--- src/rtl/imm_encoder_if.sv ---
// Handshake and data bundle for imm_encoder: the input word side and the packed output side.
// The master modport is the producer/consumer view; the slave modport is the encoder's view.
interface imm_encoder_if #(
  parameter int DATA_WIDTH = 32,
  parameter int IMM_WIDTH  = 3,
  parameter int CNT_WIDTH  = 16
);
  logic                  in_valid;
  logic                  in_ready;
  logic [DATA_WIDTH-1:0] base_instr;
  logic [IMM_WIDTH-1:0]  ImmSrc;
  logic [DATA_WIDTH-1:0] imm;
  logic                  out_valid;
  logic                  out_ready;
  logic [DATA_WIDTH-1:0] instr_out;
  logic                  imm_err;
  logic [CNT_WIDTH-1:0]  err_count;

  modport master (
    output in_valid, base_instr, ImmSrc, imm, out_ready,
    input  in_ready, out_valid, instr_out, imm_err, err_count
  );

  modport slave (
    input  in_valid, base_instr, ImmSrc, imm, out_ready,
    output in_ready, out_valid, instr_out, imm_err, err_count
  );
endinterface

--- src/rtl/imm_encoder.sv ---
// Two-stage immediate packer: inserts an immediate into the ImmSrc-specific instruction fields
// and flags unrepresentable immediates. Optional IMM_ENC_STRICT_EN drops errored words instead.
module imm_encoder #(
  parameter int DATA_WIDTH = 32,
  parameter int IMM_WIDTH  = 3,
  parameter int CNT_WIDTH  = 16
) (
  input logic          clk,
  input logic          rst,
  imm_encoder_if.slave bus
);

  localparam logic [IMM_WIDTH-1:0] SRC_I = IMM_WIDTH'(0);
  localparam logic [IMM_WIDTH-1:0] SRC_S = IMM_WIDTH'(1);
  localparam logic [IMM_WIDTH-1:0] SRC_B = IMM_WIDTH'(2);
  localparam logic [IMM_WIDTH-1:0] SRC_J = IMM_WIDTH'(3);
  localparam logic [IMM_WIDTH-1:0] SRC_U = IMM_WIDTH'(4);
  localparam logic [CNT_WIDTH-1:0] CNT_MAX = '1;

  // stage 1: raw word as accepted
  logic                  s1_valid;
  logic [DATA_WIDTH-1:0] s1_base;
  logic [DATA_WIDTH-1:0] s1_imm;
  logic [IMM_WIDTH-1:0]  s1_src;

  // stage 2: packed word as presented
  logic                  out_valid_q;
  logic [DATA_WIDTH-1:0] instr_out_q;
  logic [CNT_WIDTH-1:0]  err_count_q;

  logic [DATA_WIDTH-1:0] s1_instr;
  logic                  s1_err;
  logic                  adv2;
  logic                  move;
  logic                  load2;
  logic                  accept;
  logic                  out_xfer;
  logic                  cnt_inc;

  function automatic logic all_same(input logic [DATA_WIDTH-1:0] v, input int lsb);
    logic ones;
    logic zeros;
    ones  = 1'b1;
    zeros = 1'b1;
    for (int i = 0; i < DATA_WIDTH; i++) begin
      if (i >= lsb) begin
        ones  = ones & v[i];
        zeros = zeros & ~v[i];
      end
    end
    return ones | zeros;
  endfunction

  always_comb begin
    s1_instr = s1_base;
    s1_err   = 1'b0;
    case (s1_src)
      SRC_I: begin
        s1_instr[31:20] = s1_imm[11:0];
        s1_err          = !all_same(s1_imm, 11);
      end
      SRC_S: begin
        s1_instr[31:25] = s1_imm[11:5];
        s1_instr[11:7]  = s1_imm[4:0];
        s1_err          = !all_same(s1_imm, 11);
      end
      SRC_B: begin
        s1_instr[31]    = s1_imm[12];
        s1_instr[7]     = s1_imm[11];
        s1_instr[30:25] = s1_imm[10:5];
        s1_instr[11:8]  = s1_imm[4:1];
        s1_err          = !all_same(s1_imm, 12) || s1_imm[0];
      end
      SRC_J: begin
        s1_instr[31]    = s1_imm[20];
        s1_instr[19:12] = s1_imm[19:12];
        s1_instr[20]    = s1_imm[11];
        s1_instr[30:21] = s1_imm[10:1];
        s1_err          = !all_same(s1_imm, 20) || s1_imm[0];
      end
      SRC_U: begin
        s1_instr[31:12] = s1_imm[31:12];
        s1_err          = |s1_imm[11:0];
      end
      default: begin
        s1_err = 1'b1;
      end
    endcase
  end

  assign adv2     = !out_valid_q || bus.out_ready;
  assign move     = s1_valid && adv2;
  assign bus.in_ready = !rst && (!s1_valid || adv2);
  assign accept   = bus.in_valid && bus.in_ready;
  assign out_xfer = out_valid_q && bus.out_ready;

`ifdef IMM_ENC_STRICT_EN
  // errored words die at the stage boundary; counting happens there since they never reach the output
  assign load2        = move && !s1_err;
  assign cnt_inc      = move && s1_err;
  assign bus.imm_err  = 1'b0;
`else
  logic imm_err_q;

  assign load2        = move;
  assign cnt_inc      = out_xfer && imm_err_q;
  assign bus.imm_err  = imm_err_q;

  always_ff @(posedge clk) begin
    if (rst) begin
      imm_err_q <= 1'b0;
    end else if (load2) begin
      imm_err_q <= s1_err;
    end
  end
`endif

  always_ff @(posedge clk) begin
    if (rst) begin
      s1_valid    <= 1'b0;
      s1_base     <= '0;
      s1_imm      <= '0;
      s1_src      <= '0;
      out_valid_q <= 1'b0;
      instr_out_q <= '0;
      err_count_q <= '0;
    end else begin
      if (accept) begin
        s1_valid <= 1'b1;
        s1_base  <= bus.base_instr;
        s1_imm   <= bus.imm;
        s1_src   <= bus.ImmSrc;
      end else if (move) begin
        s1_valid <= 1'b0;
      end

      if (load2) begin
        out_valid_q <= 1'b1;
        instr_out_q <= s1_instr;
      end else if (out_xfer) begin
        out_valid_q <= 1'b0;
      end

      if (cnt_inc && (err_count_q != CNT_MAX)) begin
        err_count_q <= err_count_q + 1'b1;
      end
    end
  end

  assign bus.out_valid = out_valid_q;
  assign bus.instr_out = instr_out_q;
  assign bus.err_count = err_count_q;

endmodule

--- src/flat_wrapper.sv ---
// flat-port wrapper written by rule: the top's interface ports become plain ports
module imm_encoder_flat 
#(
  parameter int DATA_WIDTH = 32,
  parameter int IMM_WIDTH  = 3,
  parameter int CNT_WIDTH  = 16
)
  (clk, rst, bus_in_valid, bus_base_instr, bus_ImmSrc, bus_imm, bus_out_ready, bus_in_ready, bus_out_valid, bus_instr_out, bus_imm_err, bus_err_count);
  imm_encoder_if #(.DATA_WIDTH(DATA_WIDTH), .IMM_WIDTH(IMM_WIDTH), .CNT_WIDTH(CNT_WIDTH)) bus_i ();
  input logic clk;
  input logic rst;
  input wire logic [$bits(bus_i.in_valid)-1:0] bus_in_valid;
  input wire logic [$bits(bus_i.base_instr)-1:0] bus_base_instr;
  input wire logic [$bits(bus_i.ImmSrc)-1:0] bus_ImmSrc;
  input wire logic [$bits(bus_i.imm)-1:0] bus_imm;
  input wire logic [$bits(bus_i.out_ready)-1:0] bus_out_ready;
  output wire logic [$bits(bus_i.in_ready)-1:0] bus_in_ready;
  output wire logic [$bits(bus_i.out_valid)-1:0] bus_out_valid;
  output wire logic [$bits(bus_i.instr_out)-1:0] bus_instr_out;
  output wire logic [$bits(bus_i.imm_err)-1:0] bus_imm_err;
  output wire logic [$bits(bus_i.err_count)-1:0] bus_err_count;
  assign bus_i.in_valid = bus_in_valid;
  assign bus_i.base_instr = bus_base_instr;
  assign bus_i.ImmSrc = bus_ImmSrc;
  assign bus_i.imm = bus_imm;
  assign bus_i.out_ready = bus_out_ready;
  assign bus_in_ready = bus_i.in_ready;
  assign bus_out_valid = bus_i.out_valid;
  assign bus_instr_out = bus_i.instr_out;
  assign bus_imm_err = bus_i.imm_err;
  assign bus_err_count = bus_i.err_count;
  imm_encoder #(.DATA_WIDTH(DATA_WIDTH), .IMM_WIDTH(IMM_WIDTH), .CNT_WIDTH(CNT_WIDTH)) u_core (.clk(clk), .rst(rst), .bus(bus_i));
endmodule
--- config.mk ---
export PLATFORM = sky130hd
export DESIGN_NAME = imm_encoder_flat
export DESIGN_NICKNAME = d
export VERILOG_FILES = /design/src/rtl/imm_encoder_if.sv /design/src/rtl/imm_encoder.sv /design/src/flat_wrapper.sv
export SDC_FILE = /design/constraint.sdc
export NUM_CORES = 1
export LEC_CHECK = 0
export ABC_CLOCK_PERIOD_IN_PS = 3400
export CORE_MARGIN = 3
export CORE_UTILIZATION = 43
export DETAILED_ROUTE_END_ITERATION = 16
export DONT_BUFFER_PORTS = 1
export PLACE_DENSITY = 0.57
export SETUP_SLACK_MARGIN = 0.2
export SYNTH_ARGS = -nofsm -noshare
export SYNTH_HDL_FRONTEND = slang
export SYNTH_SLANG_ARGS = --single-unit
--- constraint.sdc ---
create_clock -name clk -period 3.4 [get_ports clk]
set_input_delay 0.68 -clock clk [delete_from_list [all_inputs] [get_ports clk]]
set_output_delay 0.68 -clock clk [all_outputs]
set_load 0.05 [all_outputs]
==> results of run 1 <==
per-layer routing:
layer  up-vias  track usage  share of wire
met5         -            0              0
met4         0       0.0657         0.0069
met3         7       0.0716          0.074
met2       135        0.295           0.44
met1      2002        0.277           0.48
li1       2112            -              -
critical path: stages (launching register included):
cell and delay, ns:
dfxtp_1 0.68, and2b_1 0.29, nand2b_1 0.71, buf_4 0.30
a311oi_1 0.06, a21oi_1 0.17, nor2_1 0.05
layout make-up:
class,count,area (um^2),share of cell area
clock buffers,23,488,0.0840
clock inverters,8,145,0.0250
inverters,3,11.3,0.00194
multi-input cells,457,2540,0.438
flip-flops and latches,118,2360,0.407
well taps,143,179,0.0308
repair buffers,9,80.1,0.0138
worst min path at each step:
stage               cells after the start  slack (ns)                       end
floorplan                               2        0.43   u_core.bus.instr_out[0]
finish                                  1        0.34  u_core.bus.instr_out[21]
global route                            1        0.32   u_core.bus.instr_out[6]
detailed placement                      2        0.44   u_core.bus.instr_out[4]
CTS                                     1        0.32  u_core.bus.instr_out[21]
global placement                        2        0.43   u_core.bus.instr_out[2]
per-stage QoR:
step	power, W	cell area [um^2]	util
global placement	0.00190	5180	0.450
floorplan	0.00185	5110	-
finish	0.00378	5810	0.505
detailed placement	0.00191	5180	0.450
global route	0.00393	5810	0.505
CTS	0.00381	5810	0.505
cell families after synthesis:
group           synth area share
compound gates             0.108
xor+xnor                  0.0223
fa+ha+maj                0.00245
buf+inv                   0.0414
flops                      0.462
mux                       0.0218
simple gates               0.342
cell usage after synthesis (5+ instances only):
library cell,instances,area [um^2]
a211oi_1,11,82.6
a21oi_1,25,125
a311oi_1,11,96.3
buf_1,6,22.5
buf_2,10,50.1
clkbuf_1,28,105
dfxtp_1,118,2360
mux2i_1,10,100
nand2_1,172,646
nand2b_1,8,50.1
nand3_1,5,25.0
nand3b_1,67,503
nand4_1,6,37.5
nor2_1,51,191
nor3_1,9,45.0
nor4_1,10,62.6
o21ai_1,14,70.1
o22ai_1,5,31.3
o31ai_1,5,37.5
xnor2_1,12,105
power groups by stage:
stage	clock [W]	sequential (W)	combinational (W)
2_1_floorplan	0	0.00162	0.000232
3_3_place_gp	0	0.00165	0.000250
3_5_place_dp	0	0.00165	0.000255
4_1_cts	0.00193	0.00162	0.000257
5_1_grt	0.00201	0.00163	0.000291
6_report	0.00190	0.00163	0.000254
flip-flops by register name (all words and copies together), names as in the netlist:
signal	count
u_core.bus.err_count	16
u_core.bus.imm_err	1
u_core.bus.instr_out	32
u_core.bus.out_valid	1
u_core.s1_base	32
u_core.s1_imm	32
u_core.s1_src	3
u_core.s1_valid	1
==> impl_metrics.env, run 1 <==
export IMPL_cts_max_level=4
export IMPL_cts_tree="built"
export IMPL_status="completed"
export IMPL_gp_congestion=0.823
export IMPL_cts_sinks=118
export IMPL_netlist_area_um2=5110
export IMPL_power_density_nw_per_um2=650
export IMPL_drive_gt1_frac=0.0825
export IMPL_routed_wl_mm=13.1
export IMPL_hold_viol_final=0
export IMPL_ctsResizeCount=0
export IMPL_areaGrowthSynthToFinish_pct=13.7
export IMPL_antenna_found_initial=0
export IMPL_nets=678
export IMPL_die_w_um=115
export IMPL_clk_path_buf_depth=2
export IMPL_max_cap_violations=0
export IMPL_ff2ff_setup_slack_ns=1.02
export IMPL_r2r_end="u_core.bus.instr_out[27]"
export IMPL_hold_path_class="input port to flop"
export IMPL_rsz0062_at_grt="no"
export IMPL_viasPerCell=5.59
export IMPL_grt_max_degree=120
export IMPL_synth_distinct_cells=45
export IMPL_ir_drop_uv=315
export IMPL_fillerInstances=1125
export IMPL_dp_hpwl_mm=9.00
export IMPL_track_usage=0.202
export IMPL_syn_area_per_cell_um2=8.18
export IMPL_grt_pass1_vias=4006
export IMPL_numCtsBuffers=17
export IMPL_r2r_start="u_core.bus.out_valid"
export IMPL_path_clk_slew_ns=0.05
export IMPL_critical_path_class="flop to flop"
export IMPL_hp_start="rst"
export IMPL_coreArea_um2=11500
export IMPL_final_setup_skew_ns=0.0110
export IMPL_setup_slack_ns=1.02
export IMPL_cp_required_ns=3.70
export IMPL_synth_seq_area_share=0.462
export IMPL_fin_cells=761
export IMPL_finalSetupTns_ns=0
export IMPL_post_drt_wl_per_cell_um=17.3
export IMPL_crit_start="u_core.bus.out_valid"
export IMPL_clockRootBuffer="clkbuf_16"
export IMPL_crit_path_end="u_core.bus.instr_out[27]"
export IMPL_worstPathMaxFanout=23
export IMPL_fin_hold_ws_ns=0.344
export IMPL_maxSlewViolCount=0
export IMPL_die_area_um2=13200
export IMPL_timing_fmax_mhz=419
export IMPL_synth_top_flop_cell="dfxtp_1"
export IMPL_holdBufCountCts=0
export IMPL_boundaryPins=122
export IMPL_end_kind="flop"
export IMPL_synth_seq_cells=118
export IMPL_synth_edf_count=0
export IMPL_relSlewSlack=0.352
export IMPL_leakage_nw=2.29
export IMPL_clk_insertion_delay_late_ns=0.41
export IMPL_ant_nets=0
export IMPL_reg2reg_depth=6
export IMPL_yosysWarnings=0
export IMPL_fin_crit_ns=2.38
export IMPL_switching_share=0.240
export IMPL_grt_pass1_wl_mm=20.9
export IMPL_post_route_period_util=0.701
export IMPL_internal_power_w=0.00287
export IMPL_first_iter_violations=347
export IMPL_syn_nets=697
export IMPL_layout_common_cells="nand2_1 (171), dfxtp_1 (118), nand3b_1 (67)"
export IMPL_n_antenna_cell=0
export IMPL_drcViolationCount=0
export IMPL_dpl_worst_slack_ns=1.02
export IMPL_via_count=4256
export IMPL_net_switching_power_w=0.000908
export IMPL_port_buffers=0
export IMPL_start_util=0.444
export IMPL_async_flop_share=0
export IMPL_synthCells=625
export IMPL_pwr_share_comb=0.067
export IMPL_seq_power_share=0.430
export IMPL_cp_arrival_ns=2.68
export IMPL_die_h_um=115
export IMPL_mostFrequentLayoutCell="nand2_1"
export IMPL_post_cts_buffers=0
export IMPL_setup_viol=0
export IMPL_grt_ovfl_total=0
export IMPL_rows=39
export IMPL_p_clk_frac=0.503
export IMPL_drt_pass1_iter_count=5
export IMPL_dp_cells=730
export IMPL_crit_path_start_kind="flop"
export IMPL_worst_slew_pin_slew_ns=0.965
No activity file was read; power rests on OpenSTA's default activity.
==> inputs of run 2 (changes only) <==
Settings changed: ABC_CLOCK_PERIOD_IN_PS 3400 to 2100, PLACE_DENSITY 0.57 to 0.59.
Clock period 3.4 ns to 2.1 ns, I/O delays scaled along.
==> impl_metrics.env, run 2 (synthesis gave the netlist of run 1 again) <==
export IMPL_met3_usage=0.0726
export IMPL_r2r_start="u_core.bus.err_count[0]"
export IMPL_worst_slew_pin_slew_ns=0.565
export IMPL_cts_max_level=4
export IMPL_fin_crit_ns=1.78
export IMPL_reg2reg_depth=6
export IMPL_clk_path_buf_depth=2
export IMPL_max_cap_violations=0
export IMPL_antenna_found_initial=0
export IMPL_die_w_um=115
export IMPL_maxSlewViolCount=0
export IMPL_clockRootBuffer="clkbuf_16"
export IMPL_grt_pass1_vias=4088
export IMPL_first_iter_violations=337
export IMPL_cts_tree="built"
export IMPL_ant_nets=0
export IMPL_busiest_layer="met2"
export IMPL_boundaryPins=122
export IMPL_ir_drop_uv=516
export IMPL_status="completed"
export IMPL_routed_wl_mm=13.4
export IMPL_port_buffers=0
export IMPL_ff2ff_setup_slack_ns=0.38
export IMPL_rsz0062_at_grt="yes"
export IMPL_hold_path_class="input port to flop"
export IMPL_setup_viol=0
export IMPL_relSlewSlack=0.623
export IMPL_dp_hpwl_mm=9.06
export IMPL_end_kind="output port"
export IMPL_multiInputGateArea_um2=2560
export IMPL_n_antenna_cell=0
export IMPL_via_count=4366
export IMPL_viasPerCell=5.58
export IMPL_leakage_nw=2.45
export IMPL_path_delay_family="flip-flops"
export IMPL_crit_path_start_kind="flop"
export IMPL_grt_max_degree=120
export IMPL_cts_sinks=118
export IMPL_fin_hold_ws_ns=0.0672
export IMPL_regArea_um2=2370
export IMPL_r2r_end="u_core.bus.err_count[7]"
export IMPL_min_path_cells=1
export IMPL_worstPathMaxFanout=5
export IMPL_hold_viol_final=0
export IMPL_timing_fmax_mhz=562
export IMPL_die_area_um2=13200
export IMPL_hp_start="rst"
export IMPL_areaGrowthSynthToFinish_pct=18.3
export IMPL_grt_met2_usage=0.299
export IMPL_nets=699
export IMPL_drive_gt1_frac=0.125
export IMPL_fillerInstances=1097
export IMPL_max_stage_delay_ns=0.32
export IMPL_track_usage=0.206
export IMPL_coreArea_um2=11500
export IMPL_worst_path_buf_inv=1
export IMPL_power_density_nw_per_um2=1040
export IMPL_clk_insertion_delay_late_ns=0.42
export IMPL_min_to="u_core.bus.instr_out[2]"
export IMPL_start_util=0.444
export IMPL_grt_use_met1=0.279
export IMPL_final_setup_skew_ns=0.00654
export IMPL_cp_arrival_ns=1.36
export IMPL_grt_ovfl_total=0
export IMPL_post_route_period_util=0.848
export IMPL_gp_congestion=0.855
export IMPL_grt_pass1_wl_mm=21.2
export IMPL_die_h_um=115
export IMPL_layout_common_cells="nand2_1 (171), dfxtp_1 (112), nand3b_1 (67)"
export IMPL_post_cts_buffers=0
export IMPL_cp_required_ns=1.68
export IMPL_drt_pass1_iter_count=7
export IMPL_critical_path_class="flop to output port"
export IMPL_rows=39
export IMPL_mostFrequentLayoutCell="nand2_1"
export IMPL_crit_chain="and2b_1 -> a21oi_4 -> buf_6"
export IMPL_numCtsBuffers=17
export IMPL_slowest_stage="dfxtp_1"
export IMPL_holdBufCountCts=0
export IMPL_path_clk_slew_ns=0.05
export IMPL_path_depth=3
export IMPL_drcViolationCount=0
export IMPL_finalSetupTns_ns=0
export IMPL_post_drt_wl_per_cell_um=17.1
[run 2: per-stage QoR]
stage          cell area (um^2)  total power (W)  worst slack (ns)   util  cells
4_1_cts                    6030          0.00637             0.273  0.524    782
6_report                   6050          0.00631             0.320  0.525    782
2_1_floorplan              5130          0.00299             0.208      -    625
3_3_place_gp               5370          0.00310             0.342  0.466    751
5_1_grt                    6050          0.00656             0.190  0.525    782
3_5_place_dp               5370          0.00311             0.301  0.466    751
[run 2: routing by layer]
layer / vias to the layer above / wire length, um
met3: 25 / 1000
met5: - / 0
met1: 2039 / 6200
met2: 146 / 5900
met4: 0 / 278
li1: 2156 / -
[run 2: cell type report]
type | instances | share of cell area
Multi-Input combinational cell | 457 | 0.424
Sequential cell | 118 | 0.392
Clock buffer | 23 | 0.0824
Timing Repair Buffer | 30 | 0.0420
Tap cell | 143 | 0.0296
Clock inverter | 8 | 0.0277
Inverter | 3 | 0.00186
[run 2: what timing repair did]
item                                    4_1_cts  5_1_grt
endpoints found under the setup margin        0        9
resized for setup                             0        3
hold endpoints to repair                      0        0
[run 2: worst max path at each step]
stage                            start                  endpoint  slack [ns]
6_report          u_core.bus.out_valid              bus_in_ready        0.32
5_1_grt        u_core.bus.err_count[0]   u_core.bus.err_count[7]        0.19
3_5_place_dp   u_core.bus.err_count[3]  u_core.bus.err_count[13]        0.30
3_3_place_gp   u_core.bus.err_count[3]  u_core.bus.err_count[15]        0.34
4_1_cts           u_core.bus.out_valid              bus_in_ready        0.27
2_1_floorplan     u_core.bus.out_valid         u_core.s1_imm[10]        0.21
[run 2: report_power, final]
part	switching [W]	internal (W)
combinational	0.000255	0.000192
sequential	0.000243	0.00237
clock	0.00100	0.00225
==> inputs of run 3 (changes only) <==
Settings changed: ABC_CLOCK_PERIOD_IN_PS 2100 to 1700, PLACE_DENSITY 0.59 to 0.57.
Clock period 2.1 ns to 1.7 ns, I/O delays scaled along.
==> impl_metrics.env, run 3 (synthesis gave the netlist of run 1 again) <==
export IMPL_status="completed"
export IMPL_hold_path_class="input port to flop"
export IMPL_cts_max_level=4
export IMPL_coreArea_um2=11500
export IMPL_die_w_um=115
export IMPL_areaGrowthSynthToFinish_pct=32.9
export IMPL_final_area_um2=6790
export IMPL_ir_drop_uv=544
export IMPL_grt_pass1_vias=4244
export IMPL_p_clk_frac=0.442
export IMPL_hold_viol_final=0
export IMPL_fin_cells=823
export IMPL_seq_power_share=0.450
export IMPL_fillerInstances=1033
export IMPL_boundaryPins=122
export IMPL_clockRootBuffer="clkbuf_16"
export IMPL_worst_slew_pin_slew_ns=0.571
export IMPL_setup_slack_ns=0.0566
export IMPL_slowest_stage="dfxtp_4"
export IMPL_path_clk_slew_ns=0.05
export IMPL_crit_path_end="bus_in_ready"
export IMPL_antenna_found_initial=0
export IMPL_reg2reg_depth=8
export IMPL_fin_hold_ws_ns=0.0259
export IMPL_max_stage_delay_ns=0.34
export IMPL_r2r_start="u_core.bus.out_valid"
export IMPL_post_route_period_util=0.967
export IMPL_port_buffers=0
export IMPL_rows=39
export IMPL_mostFrequentLayoutCell="nand2_1"
export IMPL_numCtsBuffers=17
export IMPL_net_switching_power_w=0.00187
export IMPL_dp_cells=762
export IMPL_setup_viol=0
export IMPL_relSlewSlack=0.619
export IMPL_via_count=4604
export IMPL_cp_arrival_ns=1.30
export IMPL_clk_path_buf_depth=2
export IMPL_worstPathMaxFanout=4
export IMPL_cp_required_ns=1.36
export IMPL_final_setup_skew_ns=0.00486
export IMPL_dpl_worst_slack_ns=-0.00366
export IMPL_end_kind="output port"
export IMPL_routed_wl_mm=15.6
export IMPL_crit_path_start_kind="flop"
export IMPL_pwr_share_comb=0.108
export IMPL_die_area_um2=13200
export IMPL_internal_power_w=0.00526
export IMPL_grt_pass1_wl_mm=21.9
export IMPL_cts_sinks=118
export IMPL_cts_tree="built"
export IMPL_first_iter_violations=348
export IMPL_grt_max_degree=70
export IMPL_r2r_end="u_core.bus.err_count[10]"
export IMPL_n_antenna_cell=0
export IMPL_die_h_um=115
export IMPL_grt_ovfl_total=0
export IMPL_crit_start="u_core.bus.out_valid"
export IMPL_crit_chain="and2b_2 -> a21oi_4 -> buf_6"
export IMPL_track_usage=0.213
export IMPL_max_cap_violations=0
export IMPL_fin_crit_ns=1.64
export IMPL_viasPerCell=5.59
export IMPL_maxSlewViolCount=0
export IMPL_start_util=0.444
export IMPL_post_drt_wl_per_cell_um=18.9
export IMPL_drt_pass1_iter_count=5
export IMPL_gp_congestion=0.902
export IMPL_switching_share=0.262
export IMPL_dp_hpwl_mm=9.38
export IMPL_ant_nets=0
export IMPL_ff2ff_setup_slack_ns=0.06
export IMPL_layout_common_cells="nand2_1 (171), dfxtp_1 (98), nand3b_1 (67)"
export IMPL_rsz0062_at_grt="yes"
export IMPL_nets=741
export IMPL_timing_fmax_mhz=608
export IMPL_clk_insertion_delay_late_ns=0.41
export IMPL_drcViolationCount=0
export IMPL_place_area_um2=5610
export IMPL_critical_path_class="flop to output port"
export IMPL_drive_gt1_frac=0.235
export IMPL_power_density_nw_per_um2=1050
export IMPL_leakage_nw=2.78
==> run 3: cell type report <==
class / count / area, um^2 / area share
inverter: 3 / 11.3 / 0.00166
clock inverter: 5 / 25.0 / 0.00368
clock buffer: 25 / 495 / 0.0729
tap: 143 / 179 / 0.0263
multi-input combinational: 458 / 2840 / 0.417
sequential: 118 / 2410 / 0.355
timing repair buffer: 71 / 832 / 0.122
==> run 3: power groups by stage <==
stage                     combinational (W)  sequential, W  clock (W)
after detailed placement           0.000602        0.00326          0
after floorplan                    0.000475        0.00322          0
after CTS                          0.000643        0.00320    0.00320
final                              0.000767        0.00321    0.00315
after global placement             0.000594        0.00325          0
after global routing               0.000844        0.00322    0.00333
==> run 3: critical path, delay by kind of cell, from the launching register on <==
family | cells | cell delay, ns
flops | 1 | 0.34
simple gates | 1 | 0.23
buf+inv | 1 | 0.18
compound gates | 1 | 0.15
==> run 3: layer usage <==
metal / vias to the layer above / global-route usage / share of wire
li1: 2240 / - / -
met1: 2208 / 0.274 / 0.44
met2: 144 / 0.332 / 0.48
met3: 12 / 0.0726 / 0.073
met4: 0 / 0.0759 / 0.0089
met5: - / 0 / 0
==> run 3: worst min-delay path by stage <==
stage,startpoint,end,cells past startpoint,slack [ns]
after floorplan,u_core.s1_base[0],u_core.bus.instr_out[0],2,0.43
after global routing,bus_base_instr[19],u_core.s1_base[19],2,0.02
after detailed placement,rst,u_core.bus.err_count[1],1,0.42
final,bus_base_instr[23],u_core.s1_base[23],2,0.03
after CTS,bus_base_instr[19],u_core.s1_base[19],2,0.006
after global placement,rst,u_core.bus.err_count[2],1,0.42
==> run 3: what timing repair did <==
item	in CTS	in global routing
hold buffers	1	0
hold endpoints to repair	51	0
pin swaps	2	20
gates cloned	0	13
gates resized for setup	8	43
buffers inserted	3	14
setup endpoints to repair	8	109
==> run 3: through the flow <==
step	TNS (ns)	power [W]	utilization
after floorplan	0	0.00369	-
after global placement	-0.00859	0.00385	0.488
after detailed placement	-0.00366	0.00386	0.488
after CTS	0	0.00704	0.541
after global routing	0	0.00740	0.590
final	0	0.00712	0.590
